<file path="config.mk">
export PLATFORM = sky130hd
export DESIGN_NAME = i2c_single_reg_master
export DESIGN_NICKNAME = d
export VERILOG_FILES = /design/src/rtl/i2c_single_reg_master.sv
export SDC_FILE = /design/constraint.sdc
export NUM_CORES = 1
export LEC_CHECK = 0
export CORE_MARGIN = 5
export CORE_UTILIZATION = 30
export CTS_BUF_LIST = sky130_fd_sc_hd__clkbuf_2 sky130_fd_sc_hd__clkbuf_4 sky130_fd_sc_hd__clkbuf_8
export DETAILED_ROUTE_END_ITERATION = 10
export PLACE_DENSITY = 0.51
export SYNTH_ARGS = -nofsm -noshare
export SYNTH_HDL_FRONTEND = slang
export SYNTH_SLANG_ARGS = --single-unit
</file>
<file path="constraint.sdc">
create_clock -name clk -period 3 [get_ports clk]
set_clock_uncertainty 0.05 [all_clocks]
set_input_delay 0.45 -clock clk [delete_from_list [all_inputs] [get_ports clk]]
set_output_delay 0.45 -clock clk [all_outputs]
set_load 0.05 [all_outputs]
</file>
<file path="src/rtl/i2c_single_reg_master.sv">
// Single-transaction I2C master: START, address byte, ACK, one data byte, ACK, STOP.
// Each bit spans four quarters of PRESCALE clk cycles. SCL/SDA are open-drain style
// (0 pulls low, 1 releases) and registered so the pins never glitch.
// Optional feature: define I2C_MASTER_CLK_STRETCH_EN to let a slave stretch SCL.
module i2c_single_reg_master #(
    parameter int unsigned PRESCALE = 8
) (
    input  logic       clk,
    input  logic       rst,
    input  logic       scl_i,
    input  logic       sda_i,
    output logic       scl_o,
    output logic       scl_t,
    output logic       sda_o,
    output logic       sda_t,
    input  logic       cmd_valid,
    output logic       cmd_ready,
    input  logic       cmd_read,
    input  logic [6:0] cmd_addr,
    input  logic [7:0] cmd_wdata,
    output logic       rsp_valid,
    output logic [7:0] rsp_data,
    output logic       rsp_nack,
    output logic       busy
);

    localparam logic [7:0] PresLast = 8'(PRESCALE - 1);

    typedef enum logic [3:0] {
        StIdle,
        StStart,
        StAddr,
        StAddrAck,
        StWrite,
        StWriteAck,
        StRead,
        StReadAck,
        StStop
    } state_e;

    state_e     state_q, state_d;
    logic [7:0] presc_q, presc_d;
    logic [1:0] quarter_q, quarter_d;
    logic [2:0] bit_q, bit_d;
    logic [7:0] addr_byte_q, addr_byte_d;
    logic [7:0] wdata_q, wdata_d;
    logic       read_q, read_d;
    logic [7:0] rx_q, rx_d;
    logic       nack_q, nack_d;
    logic       rsp_valid_q, rsp_valid_d;
    logic [7:0] rsp_data_q, rsp_data_d;
    logic       rsp_nack_q, rsp_nack_d;
    logic       scl_q, scl_d;
    logic       sda_q, sda_d;

    logic stretch_hold;
    logic quarter_tick;
    logic bit_end;

`ifdef I2C_MASTER_CLK_STRETCH_EN
    // Released SCL that still reads low means a slave is stretching: freeze the quarter.
    assign stretch_hold = (state_q != StIdle) && quarter_q[1] && scl_q && !scl_i;
`else
    logic unused_scl_i;
    assign unused_scl_i = scl_i;
    assign stretch_hold = 1'b0;
`endif

    assign quarter_tick = (presc_q == PresLast) && !stretch_hold;
    assign bit_end      = quarter_tick && (quarter_q == 2'd3);

    // Next-state: command capture, quarter/bit timing, byte sequencing and response.
    always_comb begin
        state_d     = state_q;
        presc_d     = presc_q;
        quarter_d   = quarter_q;
        bit_d       = bit_q;
        addr_byte_d = addr_byte_q;
        wdata_d     = wdata_q;
        read_d      = read_q;
        rx_d        = rx_q;
        nack_d      = nack_q;
        rsp_valid_d = 1'b0;
        rsp_data_d  = rsp_data_q;
        rsp_nack_d  = rsp_nack_q;
        scl_d       = 1'b1;
        sda_d       = 1'b1;

        if (state_q == StIdle) begin
            if (cmd_valid) begin
                state_d     = StStart;
                presc_d     = 8'd0;
                quarter_d   = 2'd0;
                bit_d       = 3'd7;
                addr_byte_d = {cmd_addr, cmd_read};
                wdata_d     = cmd_wdata;
                read_d      = cmd_read;
                nack_d      = 1'b0;
            end
        end else begin
            if (!stretch_hold) begin
                presc_d = quarter_tick ? 8'd0 : presc_q + 8'd1;
            end
            if (quarter_tick) begin
                quarter_d = quarter_q + 2'd1;
            end
            if (bit_end) begin
                unique case (state_q)
                    StStart: begin
                        state_d = StAddr;
                        bit_d   = 3'd7;
                    end
                    StAddr: begin
                        if (bit_q == 3'd0) state_d = StAddrAck;
                        else bit_d = bit_q - 3'd1;
                    end
                    StAddrAck: begin
                        bit_d = 3'd7;
                        if (sda_i) begin
                            nack_d  = 1'b1;
                            state_d = StStop;
                        end else begin
                            state_d = read_q ? StRead : StWrite;
                        end
                    end
                    StWrite: begin
                        if (bit_q == 3'd0) state_d = StWriteAck;
                        else bit_d = bit_q - 3'd1;
                    end
                    StWriteAck: begin
                        nack_d  = sda_i;
                        state_d = StStop;
                    end
                    StRead: begin
                        rx_d[bit_q] = sda_i;
                        if (bit_q == 3'd0) state_d = StReadAck;
                        else bit_d = bit_q - 3'd1;
                    end
                    StReadAck: begin
                        state_d = StStop;
                    end
                    StStop: begin
                        state_d     = StIdle;
                        rsp_valid_d = 1'b1;
                        rsp_nack_d  = nack_q;
                        if (read_q && !nack_q) rsp_data_d = rx_q;
                    end
                    default: state_d = StIdle;
                endcase
            end
        end

        // Pin levels follow the upcoming state so SDA changes exactly at q0 entry.
        case (state_d)
            StStart: begin
                scl_d = 1'b1;
                sda_d = !quarter_d[1];
            end
            StAddr: begin
                scl_d = quarter_d[1];
                sda_d = addr_byte_q[bit_d];
            end
            StWrite: begin
                scl_d = quarter_d[1];
                sda_d = wdata_q[bit_d];
            end
            StAddrAck, StWriteAck, StRead, StReadAck: begin
                scl_d = quarter_d[1];
                sda_d = 1'b1;
            end
            StStop: begin
                scl_d = (quarter_d != 2'd0);
                sda_d = (quarter_d == 2'd3);
            end
            default: begin
                scl_d = 1'b1;
                sda_d = 1'b1;
            end
        endcase
    end

    // State register with synchronous active-low reset; a reset abandons any transfer.
    always_ff @(posedge clk) begin
        if (!rst) begin
            state_q     <= StIdle;
            presc_q     <= 8'd0;
            quarter_q   <= 2'd0;
            bit_q       <= 3'd0;
            addr_byte_q <= 8'd0;
            wdata_q     <= 8'd0;
            read_q      <= 1'b0;
            rx_q        <= 8'd0;
            nack_q      <= 1'b0;
            rsp_valid_q <= 1'b0;
            rsp_data_q  <= 8'h00;
            rsp_nack_q  <= 1'b0;
            scl_q       <= 1'b1;
            sda_q       <= 1'b1;
        end else begin
            state_q     <= state_d;
            presc_q     <= presc_d;
            quarter_q   <= quarter_d;
            bit_q       <= bit_d;
            addr_byte_q <= addr_byte_d;
            wdata_q     <= wdata_d;
            read_q      <= read_d;
            rx_q        <= rx_d;
            nack_q      <= nack_d;
            rsp_valid_q <= rsp_valid_d;
            rsp_data_q  <= rsp_data_d;
            rsp_nack_q  <= rsp_nack_d;
            scl_q       <= scl_d;
            sda_q       <= sda_d;
        end
    end

    assign scl_o     = scl_q;
    assign scl_t     = scl_q;
    assign sda_o     = sda_q;
    assign sda_t     = sda_q;
    assign cmd_ready = (state_q == StIdle);
    assign busy      = (state_q != StIdle);
    assign rsp_valid = rsp_valid_q;
    assign rsp_data  = rsp_data_q;
    assign rsp_nack  = rsp_nack_q;

endmodule

</file>
==> results.json <==
{
  "status": "completed",
  "p_sw_mw": 0.3952,
  "rows": 36,
  "crit_fanout": 6,
  "synth_area_um2": 3010,
  "drc": 0,
  "htreeDepth": 2,
  "start_util_pct": 30.80,
  "r2r-end": "sda_o",
  "hold_end": "addr_byte_q[7]",
  "cpPeakStageDelay_ns": 0.52,
  "ir_drop_mv": 0.2110,
  "cts_sinks": 54,
  "slowest_stage": "or4b_4",
  "hold_start": "addr_byte_q[7]",
  "cp-startpoint": "quarter_q[0]",
  "insertion_delay_ns": 0.31,
  "p_sw_share_pct": 28.36,
  "p_leak_nw": 1.400,
  "first_global_vias": 2670,
  "power_density_nw_per_um2": 371.8,
  "finalSetupViolations": 0,
  "synth_top_family_by_area": "simple AND/OR/NAND/NOR gates",
  "pin_count": 37,
  "seqPwrFrac_pct": 54.1,
  "io_buffers": 35,
  "synthXorXnorAreaFrac_pct": 0.2909,
  "holdPathStages": 2,
  "dp_slack_ns": 0.2458,
  "dr.pass1.iters": 6,
  "rrSetupSlack_ns": 0.20,
  "post-cts-setup-buffer-count": 0,
  "hpwl_mm": 6.012,
  "p_int_mw": 0.9983,
  "rsz0062_at_grt": "no",
  "relSlewSlack_pct": 48.31,
  "layout.nets": 449,
  "crit_required_ns": 3.13,
  "reg2reg_depth": 11,
  "routabilityCongestion": 0.8834,
  "synthMuxAreaShare_pct": 5.694,
  "synthTopCellsByArea": "dfxtp_1 (36%), nand2_1 (6.5%), nor2_1 (5.7%)",
  "post_cts_resized": 0,
  "yosys_warnings": 0,
  "p_comb_share_pct": 15.7,
  "wl_per_cell_um": 14.47,
  "period_minus_slack_ns": 2.798,
  "grt_use_total_pct": 13.68,
  "die_area_um2": 12140,
  "arrival_ns": 2.93,
  "cts_tree": "yes",
  "syn_nets": 400,
  "drt_wl_total_mm": 8.073,
  "stdcell_area_um2": 3747,
  "hold_viol_final": 0,
  "gr-total-overflow": 0,
  "cts_root_buf": "clkbuf_8",
  "drtIter0Drc": 146,
  "end_kind": "register",
  "synth-seq-cells": 54,
  "synth_compound_area_share_pct": 19.16,
  "avgSynthCellArea_um2": 8.028,
  "coreArea_um2": 9774,
  "die_h_um": 110.2,
  "hold_buffers": 0,
  "ys.flop_type": "dfxtp_1",
  "clockBufferDepth": 2,
  "final_core_util_pct": 38.34,
  "finalSetupTns_ns": 0,
  "maxCapViolCount": 0,
  "path_clk_slew_ns": 0.10,
  "layout_setup_ws_ns": 0.2020,
  "criticalPathCategory": "register to register",
  "synth_fa_ha_area_share_pct": 1.663,
  "die_w_um": 110.2,
  "antenna_found_initial": 0,
  "drive_gt1_share_pct": 13.88,
  "synth_top_area_cell": "dfxtp_1",
  "synthArstFlopShare_pct": 0,
  "place_area_um2": 3654,
  "clockPowerShare_pct": 30.1,
  "cts_buffers": 5,
  "timing.rr.start": "quarter_q[0]",
  "synthSimpleGateAreaFrac_pct": 32.71,
  "synth_cells": 375,
  "synth_seq_area_share_pct": 35.91,
  "slew_violations": 0,
  "period_share_pct": 93.27,
  "crit_path_cell_trace": "ha_2, or4b_4, nor4_1, buf_4, and3_1, a21oi_1, buf_4, a221o_1, nor3_1, o21a_1, o2111ai_2",
  "antenna_cells": 0,
  "worst_pin_slew_ns": 0.7753,
  "fmax_mhz": 357.4,
  "crit_path_frequent_cell": "buf_4",
  "area_growth_pct": 24.48,
  "crit_path_start_kind": "register",
  "worstHoldPathType": "register to register",
  "viasPerCell": 5.116,
  "synth-edff-count": 0,
  "ant_nets": 0,
  "grt_max_degree": 46,
  "synth_cell_types": 62,
  "synth_top_area_share_pct": 35.91,
  "whs_ns": 0.4151,
  "grt_pass1_wl_mm": 13.19,
  "vias": 2855
}
## layer usage
layer | global-route usage (%) | part of all wire (%) | up-vias | wire [µm]
li1 | - | - | 1456 | -
met1 | 19.24 | 50 | 1335 | 4032
met2 | 22.14 | 46 | 57 | 3689
met3 | 1.980 | 3.3 | 7 | 268
met4 | 3.166 | 1.0 | 0 | 82
met5 | 0 | 0 | - | 0
## flip-flops by register name, summed over array words and instances, names as in the netlist
| signal | flops |
|---|---|
| rsp_valid | 1 |
| rsp_nack | 1 |
| addr_byte_q | 8 |
| rsp_data | 8 |
| sda_o | 1 |
| bit_q | 3 |
| rx_q | 8 |
| nack_q | 1 |
| scl_o | 1 |
| quarter_q | 2 |
| wdata_q | 8 |
| state_q | 4 |
| presc_q | 8 |
## cell type report
type | instances | area [µm²]
clock buffers | 5 | 68.82
repair buffers | 67 | 588.1
clock inverters | 3 | 22.52
inverters | 7 | 26.28
fillers | 1090 | 6027
multi-input cells | 289 | 1794
well taps | 133 | 166.4
flip-flops and latches | 54 | 1081
## worst max-delay path by stage
stage | to | slack, ns
floorplan | sda_o | 0.25
global placement | sda_o | 0.25
detailed placement | sda_o | 0.25
CTS | sda_o | 0.19
global route | sda_o | 0.02
finish | sda_o | 0.20
## placed cells by master (no fill, tap or decap), types with 3 or more instances in the layout
master            n
clkbuf_8          5
and2_1            8
o21ai_0          13
nand2_1          52
o21a_1            5
dfxtp_1          54
nor3_1            7
nand4_1           5
a41oi_1           5
and3_1            6
inv_1             5
o211ai_1          3
a211oi_1          4
nand3_1          11
nand4b_1          3
nand2b_1          4
nor4bb_1          3
nand3b_1          3
nor3b_1           8
a21oi_1          27
nor2_1           46
clkdlybuf4s50_1  34
a22oi_1           3
mux2i_1          16
or4_1             4
a31oi_1           3
ha_1              3
buf_4            33
nor4_1            6
## power by group through the flow
stage	clock (mW)	combinational, mW	sequential, mW
floorplan	0	0.137	0.764
global placement	0	0.219	0.771
detailed placement	0	0.220	0.771
CTS	0.440	0.222	0.755
global route	0.473	0.242	0.758
finish	0.420	0.219	0.754
## per-stage QoR
stage                     std cells  power (mW)
after floorplan                 375      0.9013
after global placement          550      0.9895
after detailed placement        550      0.9912
after CTS                       558       1.416
after global routing            558       1.473
final                           558       1.393
## kinds of logic (layout without fill, tap and decap cells)
group / Yosys count / after routing
muxes: 17 / 17
and+or+nand+nor: 185 / 185
adders and majority gates: 4 / 4
AOI/OAI and AO/OA: 82 / 82
xor gates and xnor gates: 1 / 1
buffers and inverters: 32 / 82
DFF: 54 / 54
## worst max-delay path: cells and delay by family (launching register included)
kind            cells  cell delay, ns
simple gates        4            1.09
compound gates      4            0.60
flops               1            0.37
buf+inv             2            0.33
fa+ha+maj           1            0.24
## Yosys cell counts (4+ instances only)
master    number
a21oi_1       27
a211oi_1       4
nand4_1        5
o21a_1         5
nor3b_1        8
inv_1          5
clkbuf_1      19
nor3_1         7
dfxtp_1       54
ha_1           4
and3_1         6
and2_1         8
nor2_1        46
nand2b_1       4
nand3_1       11
nor4_1         6
nand2_1       52
a41oi_1        5
mux2i_1       16
o21ai_0       13
or4_1          4
No activity file was read; power rests on OpenSTA's default activity.
